===== src/rtl/mem_wb_stage.sv =====
// MEM/WB pipeline register and write-back controller.
// Drives one register-file write port; dual writes take two beats.
module mem_wb_stage #(
  parameter int DATA_W     = 16,
  parameter int REG_ADDR_W = 3,
  parameter int CNT_W      = 16
) (
  input  logic                  clk,
  input  logic                  reset,
  input  logic                  valid_in,
  input  logic [REG_ADDR_W-1:0] Rdst1_in,
  input  logic [DATA_W-1:0]     Rdst1_val_in,
  input  logic [REG_ADDR_W-1:0] Rdst2_in,
  input  logic [DATA_W-1:0]     Rdst2_val_in,
  input  logic                  reglow_write_in,
  input  logic                  reghigh_write_in,
  input  logic                  memToReg_in,
  input  logic [DATA_W-1:0]     Data_in,
  input  logic                  stall_in,
  input  logic                  flush_in,
  output logic                  rf_we_out,
  output logic [REG_ADDR_W-1:0] rf_addr_out,
  output logic [DATA_W-1:0]     rf_data_out,
  output logic                  stall_out,
  output logic [CNT_W-1:0]      retired_out
);

  typedef struct packed {
    logic                  valid;
    logic [REG_ADDR_W-1:0] rdst1;
    logic [REG_ADDR_W-1:0] rdst2;
    logic [DATA_W-1:0]     wb1;
    logic [DATA_W-1:0]     rdst2_val;
    logic                  lo;
    logic                  hi;
  } wb_reg_t;

  typedef enum logic {
    FIRST,
    SECOND
  } state_t;

  wb_reg_t          r, r_nxt;
  state_t           state, state_nxt;
  logic [CNT_W-1:0] cnt;
  logic             beat2, beat_lo, beat_hi;

  assign stall_out = (state == FIRST) & r.valid & r.lo & r.hi;

  assign beat2   = (state == SECOND) & r.valid;
  assign beat_lo = (state == FIRST) & r.valid & r.lo;
  assign beat_hi = (state == FIRST) & r.valid & ~r.lo & r.hi;

  always_comb begin
    rf_we_out   = 1'b0;
    rf_addr_out = '0;
    rf_data_out = '0;
    unique case (1'b1)
      beat2: begin
        rf_we_out   = 1'b1;
        rf_addr_out = r.rdst2;
        rf_data_out = r.rdst2_val;
      end
      beat_lo: begin
        rf_we_out   = 1'b1;
        rf_addr_out = r.rdst1;
        rf_data_out = r.wb1;
      end
      beat_hi: begin
        rf_we_out   = 1'b1;
        rf_addr_out = r.rdst2;
        rf_data_out = r.rdst2_val;
      end
      default: ;
    endcase
  end

  // Stall wins: the held MEM slot is re-presented, so flush/stall_in wait.
  always_comb begin
    r_nxt = r;
    if (!stall_out) begin
      if (flush_in | stall_in) begin
        r_nxt = '0;
      end else begin
        r_nxt.valid     = valid_in;
        r_nxt.rdst1     = Rdst1_in;
        r_nxt.rdst2     = Rdst2_in;
        r_nxt.wb1       = memToReg_in ? Data_in : Rdst1_val_in;
        r_nxt.rdst2_val = Rdst2_val_in;
        r_nxt.lo        = valid_in & reglow_write_in;
        r_nxt.hi        = valid_in & reghigh_write_in;
      end
    end
  end

  always_comb begin
    state_nxt = FIRST;
    if (stall_out) state_nxt = SECOND;
  end

  always_ff @(posedge clk or negedge reset) begin
    if (!reset) begin
      r     <= '0;
      state <= FIRST;
      cnt   <= '0;
    end else begin
      r     <= r_nxt;
      state <= state_nxt;
      if (!stall_out && r.valid) cnt <= cnt + CNT_W'(1);
    end
  end

  assign retired_out = cnt;

endmodule


===== config.mk =====
export PLATFORM = sky130hd
export DESIGN_NAME = mem_wb_stage
export DESIGN_NICKNAME = d
export VERILOG_FILES = /design/src/rtl/mem_wb_stage.sv
export SDC_FILE = /design/constraint.sdc
export NUM_CORES = 1
export LEC_CHECK = 0
export ABC_AREA = 1
export ABC_CLOCK_PERIOD_IN_PS = 3350
export CORE_AREA = 2 2 97 99
export DETAILED_ROUTE_END_ITERATION = 8
export DIE_AREA = 0 0 99 101
export HOLD_SLACK_MARGIN = 0.05
export RECOVER_POWER = 50
export SYNTH_ARGS = -nofsm -noshare
export SYNTH_HDL_FRONTEND = slang
export SYNTH_SLANG_ARGS = --single-unit

===== constraint.sdc =====
create_clock -name clk -period 3.35 [get_ports clk]
set_input_delay 0.67 -clock clk [delete_from_list [all_inputs] [get_ports clk]]
set_output_delay 0.67 -clock clk [all_outputs]
set_load 0.01 [all_outputs]

Word-level counts from Yosys, hierarchy flattened
Cells that the tools add are included.

RAM bits: 0. Input port bits: 62. Register bits: 58. Memories kept: 0. Memory bits (read-only): 0. Logic and storage cells: 31. Bits in latches: 0.

Magnitude comparators: 0. Reductions and logical operators: 4. Divide/modulo/power cells: 0. Multiply operators: 0. Mux-type cells: 6. Eq/ne operators: 0. Shift operators: 0. Bitwise operators: 11. Add/subtract/negate cells: 1.

Operators with widths (number): 41-bit two-way mux (1); 16-bit one-hot mux with 2 select lines (1); 16-bit by 1-bit adder with 16-bit output (second input constant) (1); 16-bit two-way mux (1); 1-bit AND (8); 3-bit one-hot mux with 2 select lines (1); 3-bit OR reduction (1); 1-bit two-way mux (2); 1-bit inverter (2); 2-bit OR reduction (1); 1-bit logical AND (1); 1-bit zero test (1); 1-bit OR (1).

Longest topological paths before layout
Gate-level depths: netlist of the first run.

Word-level depth: 6. Depth in mapped cells: 8. Mapped depth without buffers: 8.

Worst setup path after synthesis of the first run
OpenSTA, ideal clock, no wires.

Path type: reg2out. Start: register state. End: output port rf_addr_out[0]. Path buffers: 1. Arrival: 1.047 ns. Cell stages (with the launch flop): 5. Slack: 1.633 ns. Path through: dfrtp_1 > inv_1 > nand3_1 > clkbuf_1 > o22ai_1.

Longest elaborated chain between the ends: 6. Elaborated cells between the ends (all ways): 8. Classes of those cells: 1 x mux; 6 x bitwise; 1 x reduce/logical.

RTL lines: start, declared (line 44) `state_t state, state_nxt;`; start signal, assigned (line 108) `state <= state_nxt;`; 1-bit inverter (line 51, 52); 1-bit AND (line 51, 52); 1-bit AND (2 in a row) (line 52) `assign beat_hi = (state == FIRST) & r.valid & ~r.lo & r.hi;`; 2-bit OR reduction (no line); 3-bit one-hot mux with 2 select lines * (line 58) `unique case (1'b1)`; end, declared (line 22) `output logic [REG_ADDR_W-1:0] rf_addr_out,`.

Mark *: on every way between the ends. The rest lies on a longest branch, timed or not.

Worst setup path after layout of the first run
Start: register r[1] in the netlist's numbering. End: output port rf_data_out[5].

Longest elaborated chain between the ends: 5. Elaborated cells between the ends (all ways): 6. Classes of those cells: 1 x mux; 4 x bitwise; 1 x reduce/logical.

RTL lines: start, declared (line 43) `wb_reg_t r, r_nxt;`; start signal, assigned (line 107) `r <= r_nxt;`; 1-bit inverter (line 52); 1-bit AND (2 in a row) (line 52); 2-bit OR reduction (no line); 16-bit one-hot mux with 2 select lines * (line 58); end, declared (line 23) `output logic [DATA_W-1:0] rf_data_out,`.

Marked as above.

==> reports/metrics.cfg, run 1 <==
[timing]
finalSetupViolations=0
final-max-slew-violation-count=105
fin_crit_sh_pct=90.75
maxSlewHeadroom_pct=-9.714
fin_tns_setup_ps=0
worst_hold_slack_across_all_endpoints_ps=496.1
timing.clock.skew_ps=10.45
achievable-frequency_mhz=328.9
hold_viol=0
rsz_0062_raised_after_global_routing=no
layout_min_cycle_time_ps=3040
max_slew.worst_pin.slew_ps=1646

[drt]
top_layer=met4
wl_per_cell_um=13.77
dr.first_iter.drc_count=71
vias=2765
met3_routed_length_um=645
drt_drc_violations_left=0
wl_met1_mm=3.411
met2_wirelength_from_detailed_routing_mm=3.782
drtPass1Iterations=4
detail_route.vias_per_cell=4.809
antenna_violating_nets_post_route=0
postRouteWirelength_mm=7.917

[worst_setup_path]
setup.reg_to_reg.worst_slack_ps=550
worstPathMaxFanout=20
critPathSlowestCell=sky130_fd_sc_hd__clkdlybuf4s50_1
timing.critical_path.from_type=flop
crit_required_ps=2680
cp_cell_sequence=o21ai_0 > nand2_1 > o22ai_1 > clkdlybuf4s50_1
cp-end-kind=output pin
worst-endpoint-arrival_ps=2370
cp_slowest_stage_delay_ps=600
worstSetupPathType=reg2out

[placed_design]
place.port_buffers=98
place_hpwl_mm=5.525
place.gp.congestion=0.7634
dpl.cell_count=559

[pwr]
power.density_nw_per_um2=432.7
p_leak_nw=1.808
net_switching_share_of_the_total_power_pct=23.54
internal_power_mw=1.428
p_clk_share_pct=43.7
max-vdd-ir-drop_uv=200.6
power_frac_seq_pct=41.8
net_load_switching_power_mw=0.4396
p_total_mw=1.867
combPwrFrac_pct=14.5

[die]
initial_core_util_pct=33.94
io-pin-count=99
die-area_um2=9999
chipHeight_um=101
core_region_area_um2=8977
die_x_um=99
fp-row-count=35

[cells_and_area]
diodes=0
filler_cell_count=882
finish.net_count=522
layout-drive-gt1-share_pct=10.99
final_util_pct=48.07
stdcell_count=575
areaGrowthSynthToFinish_pct=41.64

[logic_synthesis]
ys.warnings.count=0
synth_fp_nets=426
synth.largest_area_cell=sky130_fd_sc_hd__dfrtp_1
ys_ff_latch=58
synth.top_cell.area_share_pct=47.64
synth_commonest_cells=62 x sky130_fd_sc_hd__inv_1, 60 x sky130_fd_sc_hd__nand2_1, 58 x sky130_fd_sc_hd__dfrtp_1
ys_top_cells_by_area=sky130_fd_sc_hd__dfrtp_1 48%, sky130_fd_sc_hd__inv_1 7.6%, sky130_fd_sc_hd__nand2_1 7.4%, sky130_fd_sc_hd__nand3_1 5.3%, sky130_fd_sc_hd__nor2_1 5.1%
post_synth_instance_area_um2=3047
synth_seq_area_share_pct=47.64
synthDistinctLibCells=26
number_of_enable_type_register_cells_in_the_synthesized_netlist=0
dominantRegCellSynth=sky130_fd_sc_hd__dfrtp_1
yosys.cell_count.top_type=sky130_fd_sc_hd__inv_1
synthesized_area_per_cell_um2=8.393
netlist_instances=363
ys_async_sr_fraction_pct=100.0

[clock_network]
clk_pin_slew_ps=70
clock_tree.root_cell=sky130_fd_sc_hd__clkbuf_8
cts_repair_resize_count=0
cts_inserted_buffers=9
cts.repair_timing.setup_buffer_count=0
cts_max_level=3
tritoncts=built
insertion_delay_ps=330
cts_num_sinks=58
postCtsHoldBufs=0
max-clock-path-buffers=2

[global_route]
first_global_vias=2757
grt.total_usage_pct=16.71
grt.overflow.total=0
grt_pass1_wl_mm=13.23
antenna_found_initial=0
pin_count_of_the_biggest_net_entering_global_routing=77

[status]
violations_in_the_final_reports=capacitance limit, slew limit
outcome=finished, violations left

[run]
cap_violations=2

[worst_hold_path]
min-delay-path-class=reg2reg

## worst max-delay path, delay by kind of cell (launching register included)
family                 cells  cell delay [ps]
buffers and inverters      1              600
AO/OA/AOI/OAI              2              530
AND/OR/NAND/NOR            1              490
flip-flops                 1              430
## worst paths after layout
kind / start / end / cells past startpoint
max in group asynchronous: reset / retired_out[6]$_DFFE_PN0P_ / 2
min in group asynchronous: reset / retired_out[15]$_DFFE_PN0P_ / 1
worst min register to register: r[31]$_DFFE_PN0N_ / r[31]$_DFFE_PN0N_ / 2
worst max-delay path: r[1]$_DFFE_PN0N_ / rf_data_out[5] / 4
worst min-delay path: r[31]$_DFFE_PN0N_ / r[31]$_DFFE_PN0N_ / 2
worst max register to register: r[40]$_DFFE_PN0N_ / retired_out[14]$_DFFE_PN0P_ / 7
## per-layer routing
metal | GRT usage [%] | vias to the layer above
met5 | 0 | -
met2 | 27.75 | 80
met1 | 20.09 | 1302
li1 | - | 1375
met4 | 5.585 | 0
met3 | 6.172 | 8
## area by class of cell
| cell class | count | area, µm² | share of cell area, % |
|---|---|---|---|
| flip-flops and latches | 58 | 1451 | 33.63 |
| multi-input cells | 225 | 1234 | 28.59 |
| repair buffers | 103 | 1007 | 23.34 |
| inverters | 62 | 232.7 | 5.393 |
| clock buffers | 11 | 151.4 | 3.508 |
| well taps | 111 | 138.9 | 3.218 |
| clock inverters | 5 | 100.1 | 2.320 |
## state kept, by name, summed over array words and instances (netlist names)
| register | flops |
|---|---|
| retired_out | 16 |
| state | 1 |
| r | 41 |
## stage by stage
step	cell area [µm²]	setup slack, ps
4_1_cts	4337	204.7
3_5_place_dp	4085	586.2
5_1_grt	4315	84.97
6_report	4315	309.9
2_1_floorplan	3047	1633
3_3_place_gp	4085	683.5
## cell usage in the layout (no fill, tap or decap), drive strengths merged
master         synthesis  final
a31oi                  1      1
buf                   14      3
bufinv                 0      3
clkbuf                 4     14
clkdlybuf4s50          0     97
clkinv                 0      2
dfrtp                 58     58
ha                     1      1
inv                   62     62
nand2                 61     61
nand3                 32     32
nand3b                 3      3
nand4                  1      1
nor2                  45     45
nor3                   1      1
o211ai                15     15
o21a                   2      2
o21ai                 41     41
o22ai                 19     19
o31ai                  1      1
xnor2                  2      2
## power by group through the flow
stage | Combinational [mW] | Sequential (mW) | Clock [mW]
4_1_cts | 0.278 | 0.783 | 0.840
5_1_grt | 0.301 | 0.790 | 0.882
6_report | 0.271 | 0.781 | 0.815
3_5_place_dp | 0.276 | 0.796 | 0
3_3_place_gp | 0.273 | 0.793 | 0
2_1_floorplan | 0.105 | 0.798 | 0
## cells by family (layout without fill, tap and decap cells)
kind of cell | after synthesis | count (layout) | share of synthesized area (%)
simple gates | 143 | 143 | 20.82
buf+inv | 80 | 181 | 11.38
compound gates | 79 | 79 | 19.18
flops | 58 | 58 | 47.64
xor+xnor | 2 | 2 | 0.5751
fa+ha+maj | 1 | 1 | 0.4106
Note: power is estimated with default switching activity, not from simulation.
==> inputs of run 2 (changes only) <==
Settings changed: CORE_AREA 2 2 97 99 to 2 2 114 116, DIE_AREA 0 0 99 101 to 0 0 116 118, SKIP_LAST_GASP set to 1.
==> run 2 against run 1 <==
  * The flow still finishes with violations (capacitance limit, slew limit)
  * Global-route usage is 3.4 points lower
  * Final cell count is 11% higher
  * Non-clock buffer count is 1 higher
  * Combinational power hardly changed
  * Clock-buffer cell count stayed put
  * Sequential power hardly changed
  * Routed wire length is 6.3% higher
  * Hold slack worse by 89 ps
  * Maximum frequency is 7.7% higher
  * Via count is 0.29% higher
  * Largest cell class unchanged
==> reports/metrics.cfg, run 2 (synthesis results as in run 1) <==
[status]
outcome=finished, violations left
violations_in_the_final_reports=capacitance limit, slew limit

[drt]
met3_routed_length_um=605
wl_per_cell_um=13.21
antenna_violating_nets_post_route=0
top_layer=met4
met2_wirelength_from_detailed_routing_mm=3.931
postRouteWirelength_mm=8.417
drt_drc_violations_left=0
wl_met1_mm=3.771
detail_route.vias_per_cell=4.353
vias=2773
dr.first_iter.drc_count=102
drtPass1Iterations=4

[die]
io-pin-count=99
fp-row-count=41
core_region_area_um2=12410
chipHeight_um=118
die_x_um=116
die-area_um2=13690
initial_core_util_pct=24.54

[worst_setup_path]
endpoint=rf_data_out[6]
critPathSlowestCell=sky130_fd_sc_hd__clkdlybuf4s50_1
crit_path_start=state$_DFF_PN0_
cp_slowest_stage_delay_ps=570
timing.critical_path.from_type=flop
worstPathMaxFanout=12
critical_path.reg2reg.startpoint=r[40]$_DFFE_PN0N_
ff2ff_path_depth=7
crit-reg2reg-capture=retired_out[15]$_DFFE_PN0P_
cp-end-kind=output pin
worstSetupPathType=reg2out
cp_cell_sequence=inv_1 > nand3_1 > buf_4 > o22ai_1 > clkdlybuf4s50_1
worst-endpoint-arrival_ps=2150
setup.reg_to_reg.worst_slack_ps=540
crit_required_ps=2680

[timing]
maxSlewHeadroom_pct=-9.061
timing.clock.skew_ps=5.743
fin_crit_sh_pct=84.23
max_slew.worst_pin.slew_ps=1636
layout_min_cycle_time_ps=2822
finalSetupViolations=0
worst_hold_slack_across_all_endpoints_ps=407.0
achievable-frequency_mhz=354.4
hold_viol=0
final-max-slew-violation-count=77
fin_tns_setup_ps=0
rsz_0062_raised_after_global_routing=no

[cells_and_area]
largest_register=r
finish.net_count=523
finish.instance_area_um2=4448
diodes=0
filler_cell_count=1277
sequential_cell_area_um2=1451
final_cell_mix=97 x sky130_fd_sc_hd__clkdlybuf4s50_1, 62 x sky130_fd_sc_hd__inv_1, 60 x sky130_fd_sc_hd__nand2_1
largest_reg_flops=41
final_util_pct=35.83
mostFrequentLayoutCell=sky130_fd_sc_hd__clkdlybuf4s50_1
areaGrowthSynthToFinish_pct=46.00
multiInputGateArea_um2=1199
layout-drive-gt1-share_pct=9.462

[clock_network]
postCtsHoldBufs=0
clock_tree.root_cell=sky130_fd_sc_hd__clkbuf_16
clk_pin_slew_ps=60
insertion_delay_ps=330
max-clock-path-buffers=2
cts_repair_resize_count=0
cts_max_level=3
tritoncts=built
cts.repair_timing.setup_buffer_count=0
cts_inserted_buffers=9
cts_num_sinks=58

[placed_design]
detailed_place.area_um2=4169
place_hpwl_mm=5.751
place.gp.congestion=0.8004
place.port_buffers=98

[global_route]
antenna_found_initial=0
grt.total_usage_pct=13.28
grt_pass1_wl_mm=13.98
pin_count_of_the_biggest_net_entering_global_routing=77
first_global_vias=2736
grt.overflow.total=0

[pwr]
p_leak_nw=1.835
power.density_nw_per_um2=475.1
max-vdd-ir-drop_uv=244.8

[run]
cap_violations=1

[worst_hold_path]
min-delay-path-class=in2async

## run 2: per-layer routing
| layer | GRT usage (%) | up-vias |
|---|---|---|
| li1 | - | 1373 |
| met3 | 5.149 | 6 |
| met2 | 20.98 | 102 |
| met1 | 16.58 | 1292 |
| met5 | 0 | - |
| met4 | 4.241 | 0 |
## run 2: through the flow
step           cells  power, mW  setup WS (ps)
2_1_floorplan    363     0.9038           1633
3_3_place_gp     621      1.069          828.9
3_5_place_dp     621      1.074          755.5
4_1_cts          637      2.154          395.3
5_1_grt          637      2.215          222.5
6_report         637      2.113          528.2
## run 2: worst min-delay path by stage
| stage | startpoint | to | slack, ps |
|---|---|---|---|
| finish | reset | retired_out[2]$_DFFE_PN0P_ | 410 |
| global route | reset | retired_out[2]$_DFFE_PN0P_ | 470 |
| CTS | reset | retired_out[2]$_DFFE_PN0P_ | 250 |
| detailed placement | r[31]$_DFFE_PN0N_ | r[31]$_DFFE_PN0N_ | 490 |
| global placement | r[31]$_DFFE_PN0N_ | r[31]$_DFFE_PN0N_ | 470 |
| floorplan | reset | r[0]$_DFFE_PN0N_ | 370 |
## run 2: critical path, delay by kind of cell (launching register included)
family                 cells  cell delay (ps)
AOI/OAI and AO/OA          1              200
buffers and inverters      3              980
DFF                        1              350
and+or+nand+nor            1              290
## run 2: final cells by class
class / count / area share [%]
sequential: 58 / 32.63
multi-input combinational: 225 / 26.95
timing repair buffer: 104 / 22.81
clock buffer: 11 / 5.232
inverter: 62 / 5.232
tap: 172 / 4.838
clock inverter: 5 / 2.307
## run 2: where the power goes
part	leakage [nW]	total [mW]	internal (mW)	switching (mW)
Sequential	0.782	0.782	0.745	0.0361
Combinational	0.893	0.270	0.150	0.120
Clock	0.160	1.06	0.726	0.336
Total	1.84	2.11	1.62	0.492
